### config.mk
export PLATFORM = sky130hd
export DESIGN_NAME = vx_tcu_fedp_sched
export DESIGN_NICKNAME = d
export VERILOG_FILES = /design/src/rtl/vx_tcu_fedp_sched_pkg.sv /design/src/rtl/vx_tcu_fedp_sched_fifo.sv /design/src/rtl/vx_tcu_fedp_sched.sv
export SDC_FILE = /design/constraint.sdc
export NUM_CORES = 1
export LEC_CHECK = 0
export ABC_AREA = 1
export BUFFER_PORTS_ARGS = -buffer_cell sky130_fd_sc_hd__buf_4
export CORE_AREA = 2 2 248 250
export CTS_BUF_LIST = sky130_fd_sc_hd__clkbuf_8
export CTS_CLUSTER_DIAMETER = 120
export DETAILED_ROUTE_END_ITERATION = 8
export DIE_AREA = 0 0 250 252
export GPL_TIMING_DRIVEN = 1
export PLACE_DENSITY = 0.66
export SYNTH_ARGS = -nofsm -noshare
export SYNTH_HDL_FRONTEND = slang
export SYNTH_SLANG_ARGS = --single-unit
### constraint.sdc
create_clock -name clk -period 10.5 [get_ports clk]
set_input_delay 1.575 -clock clk [delete_from_list [all_inputs] [get_ports clk]]
set_output_delay 1.575 -clock clk [all_outputs]
set_load 0.02 [all_outputs]
### src/rtl/vx_tcu_fedp_sched_pkg.sv
// Shared definitions for the tensor-core FEDP issue/retire scheduler.
package vx_tcu_fedp_sched_pkg;

  localparam int TCU_NUM_FMTS = 4;
  localparam int TCU_LAT_W    = 5;
  localparam int TCU_MAX_LAT  = 8;

  // Source format codes; each selects one latency slice below.
  typedef enum logic [2:0] {
    TCU_FMT_FP32 = 3'd0,
    TCU_FMT_FP16 = 3'd1,
    TCU_FMT_BF16 = 3'd2,
    TCU_FMT_I8   = 3'd3
  } tcu_fmt_e;

  // Packed per-format latency, index 0 in the LSB slice: fp32=8, fp16=6, bf16=6, int8=4.
  localparam logic [TCU_NUM_FMTS*TCU_LAT_W-1:0] TCU_FMT_LATENCY = {5'd4, 5'd6, 5'd6, 5'd8};

  // Layout of the opaque 64-bit metadata carried alongside each op.
  typedef struct packed {
    logic [15:0] uuid;
    logic [7:0]  wid;
    logic [31:0] pc;
    logic [7:0]  rd;
  } tcu_sched_mdata_t;

endpackage

### src/rtl/vx_tcu_fedp_sched_fifo.sv
// Metadata FIFO: power-of-two depth, wrapping pointers, simultaneous push/pop legal when full.
module vx_tcu_fedp_sched_fifo #(
  parameter int DATA_W = 67,
  parameter int DEPTH  = 8,
  localparam int ADDR_W = $clog2(DEPTH),
  localparam int CNT_W  = ADDR_W + 1
) (
  input  logic              clk,
  input  logic              rst_n,
  input  logic              push_i,
  input  logic              pop_i,
  input  logic [DATA_W-1:0] data_i,
  output logic [DATA_W-1:0] data_o,
  output logic              full_o,
  output logic              empty_o,
  output logic [CNT_W-1:0]  count_o
);

  logic [DATA_W-1:0] mem_q [DEPTH];
  logic [ADDR_W-1:0] wptr_q, rptr_q;
  logic [CNT_W-1:0]  count_q, count_d;

  // Storage write on push.
  // NOTE: the storage array is not reset; the pointers and count alone define which entries are live.
  always_ff @(posedge clk) begin
    if (push_i) mem_q[wptr_q] <= data_i;
  end

  // Occupancy next-state: push and pop together leave the count unchanged.
  always_comb begin
    count_d = count_q;
    case ({push_i, pop_i})
      2'b10:   count_d = count_q + CNT_W'(1);
      2'b01:   count_d = count_q - CNT_W'(1);
      default: count_d = count_q;
    endcase
  end

  // Pointer and count registers; pointers wrap naturally at the power-of-two depth.
  always_ff @(posedge clk or negedge rst_n) begin
    if (!rst_n) begin
      wptr_q  <= '0;
      rptr_q  <= '0;
      count_q <= '0;
    end else begin
      if (push_i) wptr_q <= wptr_q + ADDR_W'(1);
      if (pop_i)  rptr_q <= rptr_q + ADDR_W'(1);
      count_q <= count_d;
    end
  end

  assign data_o  = mem_q[rptr_q];
  assign full_o  = (count_q == CNT_W'(DEPTH));
  assign empty_o = (count_q == '0);
  assign count_o = count_q;

endmodule

### src/rtl/vx_tcu_fedp_sched.sv
// FEDP issue/retire scheduler: per-format latency, valid-delay pipe, in-order retirement.
module vx_tcu_fedp_sched
  import vx_tcu_fedp_sched_pkg::*;
#(
  parameter int NUM_FMTS = TCU_NUM_FMTS,
  parameter int FMT_W    = 3,
  parameter int LAT_W    = TCU_LAT_W,
  parameter logic [NUM_FMTS*LAT_W-1:0] FMT_LATENCY = TCU_FMT_LATENCY,
  parameter int MAX_LAT     = TCU_MAX_LAT,
  parameter int MDATA_W     = 64,
  parameter int MDATA_DEPTH = 8
) (
  input  logic               clk,
  input  logic               reset,
  input  logic               exe_valid,
  output logic               exe_ready,
  input  logic [FMT_W-1:0]   exe_fmt,
  input  logic [MDATA_W-1:0] exe_mdata,
  output logic               fedp_enable,
  output logic               res_valid,
  input  logic               res_ready,
  output logic [FMT_W-1:0]   res_fmt,
  output logic [MDATA_W-1:0] res_mdata,
  output logic               busy,
  output logic [31:0]        perf_order_stalls
);

  localparam int CNT_W = $clog2(MDATA_DEPTH) + 1;

  logic [MAX_LAT-1:0] pipe_q, pipe_d, shifted, slot_mask;
  logic [LAT_W-1:0]   lat;
  logic [31:0]        perf_q;
  logic               issue, retire, order_ok, fifo_full, fifo_empty, fifo_blocked, order_stall;
  logic [CNT_W-1:0]   fifo_count;
  logic [FMT_W+MDATA_W-1:0] fifo_dout;

  // Latency lookup; unknown format codes take the longest latency.
  always_comb begin
    lat = LAT_W'(MAX_LAT);
    for (int i = 0; i < NUM_FMTS; i++) begin
      if (exe_fmt == FMT_W'(i)) lat = FMT_LATENCY[i*LAT_W +: LAT_W];
    end
  end

  assign res_valid   = pipe_q[0];
  assign fedp_enable = ~res_valid | res_ready;
  assign retire      = res_valid & res_ready;
  assign shifted     = fedp_enable ? (pipe_q >> 1) : pipe_q;
  assign slot_mask   = MAX_LAT'(1) << (lat - LAT_W'(1));
  // No older op may complete in or after the new op's slot, otherwise results would reorder.
  assign order_ok    = ((shifted >> (lat - LAT_W'(1))) == '0);
  // A full FIFO still takes a push when the head retires in the same cycle.
  assign fifo_blocked = fifo_full & ~retire;
  assign exe_ready   = reset & fedp_enable & ~fifo_blocked & order_ok;
  assign issue       = exe_valid & exe_ready;
  assign order_stall = exe_valid & fedp_enable & ~fifo_blocked & ~order_ok;

  // Delay-pipe next state: shift when enabled, mark the new op's completion slot.
  always_comb begin
    pipe_d = shifted;
    if (issue) pipe_d = shifted | slot_mask;
  end

  // Pipe and saturating order-stall counter.
  always_ff @(posedge clk or negedge reset) begin
    if (!reset) begin
      pipe_q <= '0;
      perf_q <= '0;
    end else begin
      pipe_q <= pipe_d;
      if (order_stall && (perf_q != '1)) perf_q <= perf_q + 32'd1;
    end
  end

  vx_tcu_fedp_sched_fifo #(
    .DATA_W (FMT_W + MDATA_W),
    .DEPTH  (MDATA_DEPTH)
  ) u_mdata_fifo (
    .clk     (clk),
    .rst_n   (reset),
    .push_i  (issue),
    .pop_i   (retire),
    .data_i  ({exe_fmt, exe_mdata}),
    .data_o  (fifo_dout),
    .full_o  (fifo_full),
    .empty_o (fifo_empty),
    .count_o (fifo_count)
  );

  assign {res_fmt, res_mdata} = fifo_dout;
  assign busy              = (pipe_q != '0) | (fifo_count != '0);
  assign perf_order_stalls = perf_q;

  // Consistency checks between the delay pipe and the metadata FIFO.
  a_retire_nonempty: assert property (@(posedge clk) disable iff (!reset) retire |-> !fifo_empty)
    else $error("retire with empty metadata FIFO");
  a_push_room: assert property (@(posedge clk) disable iff (!reset) (issue && fifo_full) |-> retire)
    else $error("issue into full metadata FIFO without a pop");
  a_head_tracked: assert property (@(posedge clk) disable iff (!reset) pipe_q[0] |-> (fifo_count != '0))
    else $error("result valid with no metadata held");

endmodule

==> Word level (Yosys, flattened, before mapping) <==
Memories as Yosys holds them, arrays and structs flattened.
Index checks and enable logic that the tools add are counted.
W data, S select, Z words.
{ "totals": {"ram_bits": 536, "in_bits": 71, "latch_bits": 0, "regBits": 50, "wordCells": 50, "out_inout_bits": 103, "romBits": 0, "memories": 1} }
{ "mem_list": {"columns": ["memory", "depth", "width", "read_ports", "rd_clocked_by_memory_dff", "write_ports", "line", "rtl"], "rows": [
  ["u_mdata_fifo.mem_q", 8, 67, 1, 0, 1, "vx_tcu_fedp_sched_fifo.sv:19", "logic [DATA_W-1:0] mem_q [DEPTH];"]
]} }
{ "classes": {"div": 0, "shifts": 2, "mul": 0, "bitwise": 16, "muxes": 8, "addsub": 6, "eq_ne": 7, "magnitude_cmp": 0, "n_reduce_logical": 5} }
{ "op_table": {"columns": ["operator", "count"], "rows": [
  ["$add A32 B1 Y32 const B", 1],
  ["$ne A32 B32 Y1 const B", 1],
  ["$mux W8", 2],
  ["$mux W4", 3],
  ["$and A1 B1 Y1", 9],
  ["$logic_not A8 Y1", 1],
  ["$or A8 B8 Y8", 1],
  ["$pmux W4 S2", 1],
  ["$reduce_bool A8 Y1", 1],
  ["$shl A1 B5 Y8 const A", 1],
  ["$shr A8 B5 Y8", 1],
  ["$add A3 B1 Y3 const B", 2],
  ["$eq A3 B2 Y1 const B", 2],
  ["$sub A5 B1 Y5 const B", 1],
  ["$add A4 B1 Y4 const B", 1],
  ["$eq A4 B4 Y1 const B", 1],
  ["$not A1 Y1", 4],
  ["$reduce_bool A4 Y1", 1],
  ["$sub A4 B1 Y4 const B", 1],
  ["$eq A3 B1 Y1 const B", 1],
  ["$eq A2 B1 Y1 const B", 1],
  ["$eq A2 B2 Y1 const B", 1],
  ["$mux W1", 2],
  ["$or A1 B1 Y1", 2],
  ["2 further kinds", 2]
]} }

==> Longest topological paths before layout <==
{ "logic_depth": {"depth_word": 11, "ltp_mapped": 24, "ltp_nobuf": 24} }

==> Cells and area by module <==
A second synthesis with hierarchy kept.
{ "hier_totals": {"cells_unflattened": 1980, "area_unflattened_um2": 24061.8} }
{ "by_module_without_submodules": {"columns": ["mod", "cells_each", "seq_area_each_um2", "instances", "area_per_inst_um2"], "rows": [
  ["vx_tcu_fedp_sched_fifo", 1590, 16345.7, 1, 21270.4],
  ["vx_tcu_fedp_sched", 390, 1001.0, 1, 2791.4]
]} }

==> Least setup slack after synthesis <==
Ideal clock, no wire load.
{ "synth_path": {"path_kind": "input to register", "startpoint": "input port exe_fmt[0]", "endpoint": "memory u_mdata_fifo.mem_q[2][0], enable pin", "n_path_buf": 0, "setup_time_ps": 493, "path_stages": 16, "required_ps": 10007, "slack_ps": 4398, "t_arrival_ps": 5609, "cell_sequence": "inv_1 nor2_1 nand2_1 nand2_1 inv_1 nand2_1 inv_1 ha_1 inv_1 nor2_1 a21oi_2 nand2_2 nand2_2 nand2_4 nand4_1 nor2_1"} }
{ "synth_via": {"elab_chain_cells": 11, "word_cells_on_any_way": 13, "classes_between": "add/sub: 1; eq/ne: 3; shift: 1; mux: 5; bitwise: 2; reduce/logical: 1"} }
{ "synth_lines": {"columns": ["item", "line", "rtl"], "rows": [
  ["from (decl)", "vx_tcu_fedp_sched.sv:17", "input logic [FMT_W-1:0] exe_fmt,"],
  ["$eq A3 B1 Y1", "vx_tcu_fedp_sched.sv:41", "if (exe_fmt == FMT_W'(i)) lat = FMT_LATENCY[i*LAT_W +: LAT_W];"],
  ["$mux W4 (2 in series)", "vx_tcu_fedp_sched.sv:41", null],
  ["$mux W4 (*)", "vx_tcu_fedp_sched.sv:41", null],
  ["$sub A5 B1 Y5 (*)", "vx_tcu_fedp_sched.sv:51", "assign order_ok = ((shifted >> (lat - LAT_W'(1))) == '0);"],
  ["$shr A8 B5 Y8 (*)", "vx_tcu_fedp_sched.sv:51", null],
  ["$logic_not A8 Y1 (*)", "vx_tcu_fedp_sched.sv:51", null],
  ["$and A1 B1 Y1 (*)", "vx_tcu_fedp_sched.sv:54", "assign exe_ready = reset & fedp_enable & ~fifo_blocked & order_ok;"],
  ["$and A1 B1 Y1 (*)", "vx_tcu_fedp_sched.sv:55", "assign issue = exe_valid & exe_ready;"],
  ["$mux W1 (*)", "vx_tcu_fedp_sched_fifo.sv:26", "if (push_i) mem_q[wptr_q] <= data_i;"],
  ["$mux W1 (implied by the code) (*)", "vx_tcu_fedp_sched_fifo.sv:26", null],
  ["to (decl)", "vx_tcu_fedp_sched_fifo.sv:19", null]
]} }
Mark *: on every way between the ends. The rest lies on a longest branch, timed or not.

==> Worst setup path after layout <==
{ "layout_path": {"startpoint": "register u_mdata_fifo.rptr_q[0]", "endpoint": "output port res_mdata[29]"} }
{ "layout_via": {"elab_chain_cells": 1} }
{ "layout_lines": {"columns": ["item", "line", "rtl"], "rows": [
  ["from (decl)", "vx_tcu_fedp_sched_fifo.sv:20", "logic [ADDR_W-1:0] wptr_q, rptr_q;"],
  ["from (signal assigned)", "vx_tcu_fedp_sched_fifo.sv:47", "if (pop_i) rptr_q <= rptr_q + ADDR_W'(1);"],
  ["$mem_v2 Z8 W67", null, null],
  ["to (decl)", "vx_tcu_fedp_sched.sv:23", "output logic [MDATA_W-1:0] res_mdata,"]
]} }
No other way between the ends.

==> out/qor.txt <==
cts repair resizes -> 0
worst min-delay path class -> flop to flop
Worst Tran Pin Value -> 1.163 ns
Startpoint Class -> flop
ratio of cells with drive above 1 in the final layout -> 15.51%
# Post-CTS Setup Buffers -> 0
CTS Hold Bufs -> 0
Synth warnings -> 0
most common cell after layout, fill and taps aside -> edfxtp_1
hpwl dp -> 29990 um
Initial Util -> 39.67%
GRT overflow -> 0
first-pass GRT wire length -> 86610 um
Avg WL per Cell -> 18.88 um
Critical Path End -> res_mdata[29]
reg-to-reg setup timing slack -> 6.54 ns
CTS tree -> done
Max Cap Viol -> 0
final hold viol count -> 0
fin. max-slew vios -> 0
area post-placement -> 25810 um^2
Worst Hold Slack -> 0.4773 ns
Tot GR Track Use -> 17.65%
Final setup viols -> 0
Clock Sink Count -> 586
Design Power -> 7.195 mW
fin nets -> 2220
setup tns final -> 0 ns
Max Fclk -> 174.5 MHz
# rows -> 90
peak supply drop -> 0.1203 mV
Detail Route Antenna Nets -> 0
Port Buffer Count -> 173
GP Congestion -> 0.8810
Routed WL -> 56680 um
DRC -> 0
initial detailed-routing violation count -> 1235
syn avg cell area -> 12.12 um^2
first-pass iteration count of the detailed router -> 7
synth unique cells -> 36
clock-pin slew on the worst setup and hold paths -> 0.05 ns
CP arrival -> 4.16 ns
post-route insts no fill -> 3002
power density over cell area -> 260.7 nW/um^2
initial antenna violation count -> 7
Mapped Nets -> 2048
placed cell count -> 2822
RSZ-0062 raised after global routing -> no
R2R Path End -> u_mdata_fifo.mem_q[3][52]
Syn-to-layout area delta -> 15.71%
Clk Latency, worst-skew pair -> 0.70 ns
pin count of the biggest net entering global routing -> 151
register area share after synthesis -> 72.73%
Setup CP Type -> flop to primary output
clk_skew -> 0.03899 ns
Data required, critical path -> 8.93 ns
Final period util -> 54.58%
clk buf depth -> 3
Die ar. -> 63000 um^2
Die Width -> 250 um
Leak Pwr -> 9.853 nW
Vias -> 15780
number of global-route vias before repair -> 15280
finished layout cell area -> 27600 um^2
Root Buffer -> clkbuf_8
# fillers -> 5449
status -> complete, no violations
vias per cell -> 5.257
relative slew slack -> 22.31%
# IOs -> 174
crit-path max FO -> 150
Netlist Area Pre-Place -> 23850 um^2
number of buffers created by CTS -> 98
core area -> 60130 um^2
commonest cells after routing, fill and taps aside -> 536 x edfxtp_1, 509 x nor2_1, 272 x o21ai_0
synthesized netlist cell count -> 1968
die height -> 252 um
worst setup path start -> u_mdata_fifo.rptr_q[0]
flops & latches, synth -> 586
H-Tree Depth -> 3
Crit. End Element -> primary output
Final min period -> 5.731 ns
worst-case reg-to-reg path depth -> 8
==> synth_stat cells (all sizes together) <==
cell    instances  area, um^2
nand3          16       92.59
buf            47       260.2
nand2         169       656.9
clkinv          1       3.750
inv            35       131.4
o22ai          67       419.2
a21oi           2       25.03
xnor2          11       96.34
a211oi          1       7.510
xor2           25       219.0
edfxtp        536       16100
or2             1       6.260
dfrtp          50        1251
nor3b           1       7.510
a31oi          67       419.2
nor3           19       122.6
o21ai         272        1361
ha              8       100.1
nor2          519        1951
nand3b          2       15.01
nor4            3       18.77
clkbuf         71       266.5
nand4          44       305.3
fa              1       20.02
==> layout make-up <==
type / instances / area (um^2) / share of cell area [%]
flip-flops and latches: 586 / 17350 / 62.88
multi-input cells: 1228 / 5906 / 21.40
repair buffers: 190 / 1426 / 5.168
clock buffers: 100 / 1376 / 4.987
well taps: 782 / 978.4 / 3.545
clock inverters: 78 / 407.9 / 1.478
inverters: 36 / 145.1 / 0.5259
diodes: 2 / 5.005 / 0.01813
==> worst min path at each step <==
stage,startpoint,to,slack (ns),cells past startpoint
2_1_floorplan,pipe_q[1],flop,0.45,2
3_3_place_gp,pipe_q[1],flop,0.46,2
3_5_place_dp,u_mdata_fifo.count_o[0],u_mdata_fifo.count_o[0],0.47,1
4_1_cts,u_mdata_fifo.count_o[0],u_mdata_fifo.count_o[0],0.48,1
5_1_grt,u_mdata_fifo.count_o[0],u_mdata_fifo.count_o[0],0.49,1
6_report,u_mdata_fifo.count_o[0],u_mdata_fifo.count_o[0],0.48,1
==> per-stage QoR <==
stage                     setup WS, ns  util, %
after floorplan                  4.398        -
after global placement           5.171    42.92
after detailed placement         5.141    42.92
after CTS                        4.719    45.89
after global routing             4.424    45.89
final                            4.769    45.90
==> report_power, final <==
part	internal [mW]	total, mW	switching (mW)
Clock	0.922	1.83	0.913
Sequential	2.72	2.85	0.127
Combinational	0.814	2.51	1.70
Total	4.46	7.19	2.74
==> sequential cells by signal (all words and copies together), names as in the netlist, named ones only <==
register / flops
u_mdata_fifo.mem_q: 536
perf_order_stalls: 32
pipe_q: 7
u_mdata_fifo.count_o: 4
u_mdata_fifo.rptr_q: 3
u_mdata_fifo.wptr_q: 3
==> kinds of logic (layout without fill, tap and decap cells) <==
kind of cell               after synthesis  in the layout  share of synthesized area, %
other                                    0              2                             0
buffers and inverters                  154            404                         2.775
adders and majority gates                9              9                        0.5036
xor gates and xnor gates                36             36                         1.322
AOI/OAI and AO/OA                      409            409                         9.358
DFF                                    586            586                         72.73
and+or+nand+nor                        774            774                         13.31
==> routing by layer <==
metal  part of all wire [%]  track usage, %  wire length, um  up-vias
li1                       -               -                -     7425
met1                     43           23.29            24310     7722
met2                     48           28.83            27030      522
met3                    7.3           3.972             4135      104
met4                    2.0           6.228             1141       10
met5                   0.10               0               59        -
==> critical path, stage by stage (launching register included) <==
cell and delay, ns:
dfrtp_4 0.65, inv_6 0.74, buf_4 1.01, o21ai_0 0.18, o22ai_1 0.17, nor2_1 0.06
a31oi_1 0.38, buf_4 0.22
(Power assumes the default switching activity.)
